## config.mk

```make
export PLATFORM = sky130hd
export DESIGN_NAME = tdm_mux_flat
export DESIGN_NICKNAME = d
export VERILOG_FILES = /design/src/rtl/tdm_mux_pkg.sv /design/src/rtl/tdm_mux_if.sv /design/src/rtl/tdm_mux_rr_arbiter.sv /design/src/rtl/tdm_mux.sv /design/src/flat_wrapper.sv
export SDC_FILE = /design/constraint.sdc
export NUM_CORES = 1
export LEC_CHECK = 0
export ABC_CLOCK_PERIOD_IN_PS = 3700
export CAP_MARGIN = 20
export CORE_UTILIZATION = 35
export CTS_CLUSTER_SIZE = 20
export DETAILED_ROUTE_END_ITERATION = 6
export PLACE_DENSITY = 0.75
export SLEW_MARGIN = 20
export SYNTH_ARGS = -nofsm -noshare
export SYNTH_HDL_FRONTEND = slang
export SYNTH_SLANG_ARGS = --single-unit
```

## constraint.sdc

```tcl
create_clock -name clk -period 3.7 [get_ports clk]
set_clock_uncertainty 0.05 [all_clocks]
set_input_delay 0.925 -clock clk [delete_from_list [all_inputs] [get_ports clk]]
set_output_delay 0.925 -clock clk [all_outputs]
set_load 0.01 [all_outputs]
```

## src/rtl/tdm_mux_pkg.sv

```systemverilog
// Shared types and helpers for the TDM multiplexer and its round-robin arbiter.
package tdm_mux_pkg;

  typedef enum logic {
    MODE_MANUAL = 1'b0,
    MODE_RR     = 1'b1
  } mode_t;

  // Index width for n channels; never narrower than one bit.
  function automatic int sel_width(input int n);
    return (n < 2) ? 1 : $clog2(n);
  endfunction

endpackage

```

## src/rtl/tdm_mux_if.sv

```systemverilog
// Channel-side and output-side signals of the TDM multiplexer bundled as one interface.
interface tdm_mux_if #(
  parameter int N_CH  = 4,
  parameter int WIDTH = 8
);
  import tdm_mux_pkg::*;

  localparam int SELW = sel_width(N_CH);

  mode_t                   mode;
  logic [SELW-1:0]         sel;
  logic [N_CH*WIDTH-1:0]   in_data;
  logic [N_CH-1:0]         in_valid;
  logic [N_CH-1:0]         in_ready;
  logic [WIDTH-1:0]        out_data;
  logic [SELW-1:0]         out_ch;
  logic                    out_valid;
  logic                    out_ready;

  modport master (
    output mode, sel, in_data, in_valid, out_ready,
    input  in_ready, out_data, out_ch, out_valid
  );

  modport slave (
    input  mode, sel, in_data, in_valid, out_ready,
    output in_ready, out_data, out_ch, out_valid
  );

endinterface

```

## src/rtl/tdm_mux_rr_arbiter.sv

```systemverilog
// Combinational round-robin arbiter: first requesting index at or above ptr, wrapping at N-1.
module rr_arbiter
  import tdm_mux_pkg::*;
#(
  parameter int N    = 4,
  parameter int SELW = sel_width(N)
) (
  input  logic [N-1:0]    req,
  input  logic [SELW-1:0] ptr,
  output logic            grant_valid,
  output logic [SELW-1:0] grant_idx
);

  localparam logic [SELW:0] N_W = (SELW + 1)'(N);

  logic [SELW-1:0] cand [N];
  logic [N-1:0]    rot;

  // rot[k] is the request of the channel k steps past ptr.
  generate
    for (genvar gi = 0; gi < N; gi++) begin : g_rot
      logic [SELW:0] sum;
      logic [SELW:0] wrapped;
      assign sum         = {1'b0, ptr} + (SELW + 1)'(gi);
      assign wrapped     = (sum >= N_W) ? (sum - N_W) : sum;
      assign cand[gi]    = wrapped[SELW-1:0];
      assign rot[gi]     = req[cand[gi]];
    end
  endgenerate

  always_comb begin
    grant_valid = 1'b0;
    grant_idx   = '0;
    for (int i = N - 1; i >= 0; i--) begin
      if (rot[i]) begin
        grant_valid = 1'b1;
        grant_idx   = cand[i];
      end
    end
  end

endmodule

```

## src/rtl/tdm_mux.sv

```systemverilog
// N-channel time-division multiplexer with manual or round-robin channel selection
// feeding a single registered valid/ready output stage.
module tdm_mux
  import tdm_mux_pkg::*;
#(
  parameter int N_CH  = 4,
  parameter int WIDTH = 8
) (
  input  logic      clk,
  input  logic      rst,
  tdm_mux_if.slave  bus
);

  localparam int              SELW    = sel_width(N_CH);
  localparam logic [SELW:0]   NCH_W   = (SELW + 1)'(N_CH);
  localparam logic [SELW-1:0] LAST_CH = SELW'(N_CH - 1);

  logic [WIDTH-1:0] chan_data [N_CH];
  logic [N_CH-1:0]  ready_vec;

  logic [SELW-1:0]  ptr_reg, ptr_next;
  logic [WIDTH-1:0] out_data_reg, out_data_next;
  logic [SELW-1:0]  out_ch_reg, out_ch_next;
  logic             out_valid_reg, out_valid_next;

  logic             load_en;
  logic             rr_valid, man_valid;
  logic [SELW-1:0]  rr_idx;
  logic             grant_valid;
  logic [SELW-1:0]  grant_idx;

  assign load_en = !out_valid_reg || bus.out_ready;

  rr_arbiter #(
    .N    (N_CH),
    .SELW (SELW)
  ) u_rr_arbiter (
    .req         (bus.in_valid),
    .ptr         (ptr_reg),
    .grant_valid (rr_valid),
    .grant_idx   (rr_idx)
  );

  // An out-of-range sel simply produces no grant.
  assign man_valid = ({1'b0, bus.sel} < NCH_W) && bus.in_valid[bus.sel];

  always_comb begin
    grant_valid = 1'b0;
    grant_idx   = '0;
    if (bus.mode == MODE_RR) begin
      grant_valid = rr_valid;
      grant_idx   = rr_idx;
    end else begin
      grant_valid = man_valid;
      grant_idx   = bus.sel;
    end
  end

  generate
    for (genvar gi = 0; gi < N_CH; gi++) begin : g_chan
      assign chan_data[gi] = bus.in_data[gi*WIDTH +: WIDTH];
      assign ready_vec[gi] = !rst && load_en && grant_valid && (grant_idx == SELW'(gi));
    end
  endgenerate

  assign bus.in_ready = ready_vec;

  always_comb begin
    out_data_next  = out_data_reg;
    out_ch_next    = out_ch_reg;
    out_valid_next = out_valid_reg;
    ptr_next       = ptr_reg;
    if (load_en) begin
      out_valid_next = grant_valid;
      if (grant_valid) begin
        out_data_next = chan_data[grant_idx];
        out_ch_next   = grant_idx;
        // The pointer only moves past a channel that actually transferred.
        if (bus.mode == MODE_RR) begin
          ptr_next = (grant_idx == LAST_CH) ? '0 : grant_idx + 1'b1;
        end
      end
    end
  end

  always_ff @(posedge clk) begin
    if (rst) begin
      out_data_reg  <= '0;
      out_ch_reg    <= '0;
      out_valid_reg <= 1'b0;
      ptr_reg       <= '0;
    end else begin
      out_data_reg  <= out_data_next;
      out_ch_reg    <= out_ch_next;
      out_valid_reg <= out_valid_next;
      ptr_reg       <= ptr_next;
    end
  end

  assign bus.out_data  = out_data_reg;
  assign bus.out_ch    = out_ch_reg;
  assign bus.out_valid = out_valid_reg;

endmodule
```

## src/flat_wrapper.sv

```systemverilog
// flat-port wrapper written by rule: the top's interface ports become plain ports
module tdm_mux_flat import tdm_mux_pkg::*;
#(
  parameter int N_CH  = 4,
  parameter int WIDTH = 8
)
  (clk, rst, bus_mode, bus_sel, bus_in_data, bus_in_valid, bus_out_ready, bus_in_ready, bus_out_data, bus_out_ch, bus_out_valid);
  tdm_mux_if #(.N_CH(N_CH), .WIDTH(WIDTH)) bus_i ();
  input  logic clk;
  input  logic rst;
  input wire logic [$bits(bus_i.mode)-1:0] bus_mode;
  input wire logic [$bits(bus_i.sel)-1:0] bus_sel;
  input wire logic [$bits(bus_i.in_data)-1:0] bus_in_data;
  input wire logic [$bits(bus_i.in_valid)-1:0] bus_in_valid;
  input wire logic [$bits(bus_i.out_ready)-1:0] bus_out_ready;
  output wire logic [$bits(bus_i.in_ready)-1:0] bus_in_ready;
  output wire logic [$bits(bus_i.out_data)-1:0] bus_out_data;
  output wire logic [$bits(bus_i.out_ch)-1:0] bus_out_ch;
  output wire logic [$bits(bus_i.out_valid)-1:0] bus_out_valid;
  assign bus_i.mode = bus_mode;
  assign bus_i.sel = bus_sel;
  assign bus_i.in_data = bus_in_data;
  assign bus_i.in_valid = bus_in_valid;
  assign bus_i.out_ready = bus_out_ready;
  assign bus_in_ready = bus_i.in_ready;
  assign bus_out_data = bus_i.out_data;
  assign bus_out_ch = bus_i.out_ch;
  assign bus_out_valid = bus_i.out_valid;
  tdm_mux #(.N_CH(N_CH), .WIDTH(WIDTH)) u_core (.clk(clk), .rst(rst), .bus(bus_i));
endmodule
```

### Yosys cells after proc, flatten, opt, wreduce, memory -nomap -nowiden

Cells that the tools add are included.

* output and inout bits: 15
* bits in registers: 13
* logic and storage cells: 66

* multiplexer cells: 28
* equality and inequality tests: 3
* $lt $le $gt $ge: 10
* reduce and logical (&&, ||, !) cells: 12
* bitwise gates (word level): 1
* add/sub/neg operators: 8

Operators by type and width (number)
* $mux 2: 10
* $bmux 8 s2: 1
* $mux 8: 2
* $lt 2x3->1 const B: 5
* $ge 3x3->1 const B: 4
* $bmux 1 s2: 5
* $mux 1: 10
* $sub 2x1->2 const B: 4
* $add 2x2->3 const B: 2
* $logic_and 1x1->1: 6
* $eq 2x2->1 const B: 2
* $add 2x1->3 const B: 1
* $ge 2x3->1 const B: 1
* $not 2->3: 1
* $reduce_and 3->1: 1
* $add 2x1->2 const B: 1
* $eq 2x1->1 const B: 1
* $logic_not 1->1: 2
* $logic_not 2->1: 1
* $reduce_and 2->1: 1
* $logic_or 1x1->1: 1

### Logic depth before layout (Yosys ltp)

* depth in word-level cells: 14
* gate-level depth with buffers: 9
* gate-level depth less buffers: 8

### Modules after synthesis

A second synthesis with hierarchy kept.

* cell total of the unflattened synthesis: 116
* area total of the unflattened synthesis: 1028.5 µm²

Modules (own cells, without submodules)
* tdm_mux: cells each 103, times used 1, area an instance 950.9 µm², seq. area each 260.2 µm²
* rr_arbiter: cells each 13, times used 1, area an instance 77.6 µm², seq. area each 0.0 µm²

### Worst setup path before layout

No wires, ideal clock.

* path type: input to output
* start: input bus_mode
* end: output bus_in_ready[3]
* slack: 0.473 ns
* data arrival time: 2.252 ns
* buffers on the path: 2
* stages: 7
* required time: 2.725 ns
* cell sequence: buf_2 > or3b_2 > o211ai_1 > inv_1 > clkbuf_1 > ha_1 > and2_1

* word-level cells in the longest chain between the ends: 3
* elaborated cells on any way between the ends: 5
* those cells by class: 1 x eq/ne; 2 x mux; 2 x reduce/logical

RTL lines
* start: declaration: RTL line flat_wrapper.sv:11 `input wire logic [$bits(bus_i.mode)-1:0] bus_mode;`
* $mux 2 / $mux 1 (equally long branches): RTL line tdm_mux.sv:50 `if (bus.mode == MODE_RR) begin`
* $eq 2x2->1 / $logic_and 1x1->1 (equally long branches): RTL line tdm_mux.sv:62 `assign ready_vec[gi] = !rst && load_en && grant_valid && (grant_idx == SELW'(gi));`
* $logic_and 1x1->1 (*): RTL line tdm_mux.sv:62
* end: declaration: RTL line flat_wrapper.sv:16 `output wire logic [$bits(bus_i.in_ready)-1:0] bus_in_ready;`

Mark *: on every way between the ends. The rest lies on a longest branch, timed or not.

### Final worst setup path

* start: input bus_mode
* end: output bus_in_ready[1]

* word-level cells in the longest chain between the ends: 3
* elaborated cells on any way between the ends: 5
* those cells by class: 1 x eq/ne; 2 x mux; 2 x reduce/logical

RTL lines (RTL line)
* $mux 2 / $mux 1 (equally long branches): tdm_mux.sv:50
* $eq 2x1->1 / $logic_and 1x1->1 (equally long branches): tdm_mux.sv:62
* $logic_and 1x1->1 (*): tdm_mux.sv:62

Marks and branches as above.

==> results.toml <==
[outcome]
status = "finished, final reports clean"

[worst_hold_path]
holdCritStartpoint = "u_core.bus.out_data[1]"
hold_path_end = "u_core.bus.out_data[1]"
holdPathStages = 2
hold_path_class = "flip-flop to flip-flop"

[synthesis]
syn_area_per_cell_um2 = 8.64
ys.warnings.count = 0
synth_enable_flop_cells = 0
yosys_register_bits = 13
post_synth_main_area_contributors = "sky130_fd_sc_hd__dfxtp_1 26%, sky130_fd_sc_hd__nor3b_1 13%, sky130_fd_sc_hd__a211oi_1 11%"
yosys.cell_types.count = 33
synth.top_cell.area_share_pct = 26.4
netlist_area_um2 = 985
synthDominantAreaCellType = "sky130_fd_sc_hd__dfxtp_1"
syn-num-nets = 157
post-synth-top-count-cell = "sky130_fd_sc_hd__nor3b_1"
postSynth.topFlopCell = "sky130_fd_sc_hd__dfxtp_1"
synth_sequential_area_ratio_pct = 26.4
asyncSetResetFlopFracSynth_pct = 0
post_synth_inst_count = 114
netlist_top_cells_count = "17 x sky130_fd_sc_hd__nor3b_1, 15 x sky130_fd_sc_hd__a211oi_1, 13 x sky130_fd_sc_hd__dfxtp_1"

[drt]
drt-total-wl_um = 3260
num_vias = 1167
dr.pass1.iters = 4
route.detailed.drc = 0
drtIter0Drc = 17
routed_via_density = 5.53
routed_wire_length_per_instance_um = 15.4
postRouteAntennaNets = 0

[floorplanning]
fp.dieW_um = 55.0
design.core.area_mm2 = 0.00257
placement_rows = 18
top_level_ports = 57
die_h_um = 55.0
fp.dieArea_mm2 = 0.00303
starting_density_of_the_core_pct = 38.4

[pwr]
total_power_uw = 478
power-per-cell-area_mw_per_mm2 = 289
lkg_pwr_nw = 0.649
irDropWorstVdd_mv = 0.192

[timing]
setup_viol = 0
rsz_0062_raised_after_global_routing = "no"
post_layout_min_period_ps = 3580
final-max-slew-violation-count = 0
worst_slack_ps = 116
worst_pin_slew_ps = 247
max_clock_freq_ghz = 0.279
max-slew-margin-rel_pct = 83.5
timing.hold.ws_ps = 448
final_cycle_utilization_of_the_critical_path_pct = 96.9
timing.final.hold_violations = 0

[clocking]
cts_sink_cnt = 13
clk-insertion-delay-late_ps = 270
clock_buffer_count_from_cts = 3
ctsLongestPathBuffers = 2
cts-htree-levels = 1
cts-root-buf = "sky130_fd_sc_hd__clkbuf_4"
cts_tree = "built"
clkSlewWorstSetupHoldPaths_ps = 80
cts_hold_buffers = 0

[placed_design]
post-place-cells = 205
place.detailed.hpwl_um = 2480
globalplace.congestion = 0.749
preCtsSetupSlack_ps = -352
numPortBuffers = 56

[layout]
nNetsFinal = 225
flip_flop_count_of_the_largest_register_all_copies_and_words_added = 8
drive_above_1_share_pct = 16.0
antenna_cells_inserted = 0
stdcell_count = 211
syn2layout_area_growth_pct = 68.4

[setup_path]
setup.worst_path.start_class = "input pin"
r2r_cells = 10
slowest_stage = "sky130_fd_sc_hd__clkdlybuf4s50_1"
path_buf_inv = 3
cpPeakStageDelay_ps = 480
crit_fanout = 10
timing.critical_path.to_type = "output port"
timing.rr.end = "u_core.bus.out_data[6]"
reg2reg_slack_ps = 1680
worst_path_dominant_cell_family = "buffers and inverters"
timing.critical_path.cells = "clkdlybuf4s50_1, or3b_2, o211ai_1, buf_4, and3_1, dlygate4sd2_1"
required_time_reported_for_the_critical_path_endpoint_ps = 2720
crit_type = "input pin to output port"
worstReg2RegStart = "u_core.ptr_reg[0]"
cp_data_arrival_time_ps = 2610

[grt]
grt_pass1_wl_um = 5070
grt_overflow_total = 0
via_count_of_the_first_global_routing_pass = 1139
global_route.usage.total_pct = 23.4
antenna_violations_before_repair = 0
largest_net_degree_at_the_start_of_global_routing = 18

[flow_run]
cap_viol_max_count = 0
==> worst max path at each step <==
stage | slack (ps) | startpoint | cells past startpoint | end
5_1_grt | 3 | bus_sel[1] | 8 | bus_in_ready[2]
4_1_cts | 30 | bus_mode | 7 | bus_in_ready[3]
3_3_place_gp | -290 | bus_in_valid[0] | 8 | bus_in_ready[3]
2_1_floorplan | 470 | bus_mode | 7 | bus_in_ready[3]
6_report | 120 | bus_mode | 6 | bus_in_ready[1]
3_5_place_dp | -350 | bus_in_valid[0] | 8 | bus_in_ready[3]
==> through the flow <==
| stage | util (%) | setup TNS (ps) | area [um^2] |
|---|---|---|---|
| 2_1_floorplan | - | 0 | 985 |
| 3_3_place_gp | 63.4 | -1030 | 1630 |
| 3_5_place_dp | 63.4 | -1210 | 1630 |
| 4_1_cts | 64.4 | 0 | 1650 |
| 5_1_grt | 64.6 | 0 | 1660 |
| 6_report | 64.6 | 0 | 1660 |
==> area by class of cell <==
class	instances	area [um^2]
well taps	30	37.5
multi-input cells	87	646
clock buffers	4	26.3
flip-flops and latches	13	260
fillers	233	910
inverters	4	15.0
repair buffers	73	673
==> what timing repair did <==
action,4_1_cts,5_1_grt
resized for setup,10,2
buffers inserted,1,1
pin swaps,0,1
setup endpoints to repair,4,1
==> layout by cell type, fill, tap and decap left out, drive strengths merged <==
cell,n
a211oi,16
a21oi,6
and2,1
and2b,1
and3,1
buf,17
clkbuf,5
clkdlybuf4s50,47
clkinv,1
dfxtp,13
dlygate4sd2,8
ha,1
inv,3
mux2,1
mux2i,3
mux4,1
nand2,2
nand2b,3
nand3,1
nand3b,9
nor2,5
nor3,3
nor3b,17
o211a,1
o211ai,2
o21ai,1
o22ai,1
o31ai,8
or2,1
or3b,1
or4,1
==> report_power, final <==
part / internal, mW / leakage [nW] / switching, mW / total [mW]
Sequential: 0.158 / 0.108 / 0.0106 / 0.168
Combinational: 0.127 / 0.526 / 0.0948 / 0.221
Clock: 0.0418 / 0.0150 / 0.0468 / 0.0886
Total: 0.326 / 0.649 / 0.152 / 0.478
==> tightest hold or removal path, delay by kind of cell (launching register included) <==
family / cells / cell delay [ps]
AOI/OAI and AO/OA: 1 / 60
and+or+nand+nor: 1 / 80
DFF: 1 / 320
==> per-layer routing <==
metal,vias to the layer above,share of wire [%],track usage (%)
met5,-,0,0
met1,553,41,26.8
met3,2,7.6,2.46
met2,43,50,43.4
li1,569,-,-
met4,0,0.83,10.0
==> cell families (layout without fill, tap and decap cells) <==
group,after synthesis,in the layout,synth area share (%)
AND/OR/NAND/NOR,46,46,31.3
multiplexers,5,5,6.48
buffers and inverters,14,81,8.39
adder cells (fa/ha/maj),1,1,1.27
flip-flops,13,13,26.4
AO/OA/AOI/OAI,35,35,26.2
(Power assumes the default switching activity.)
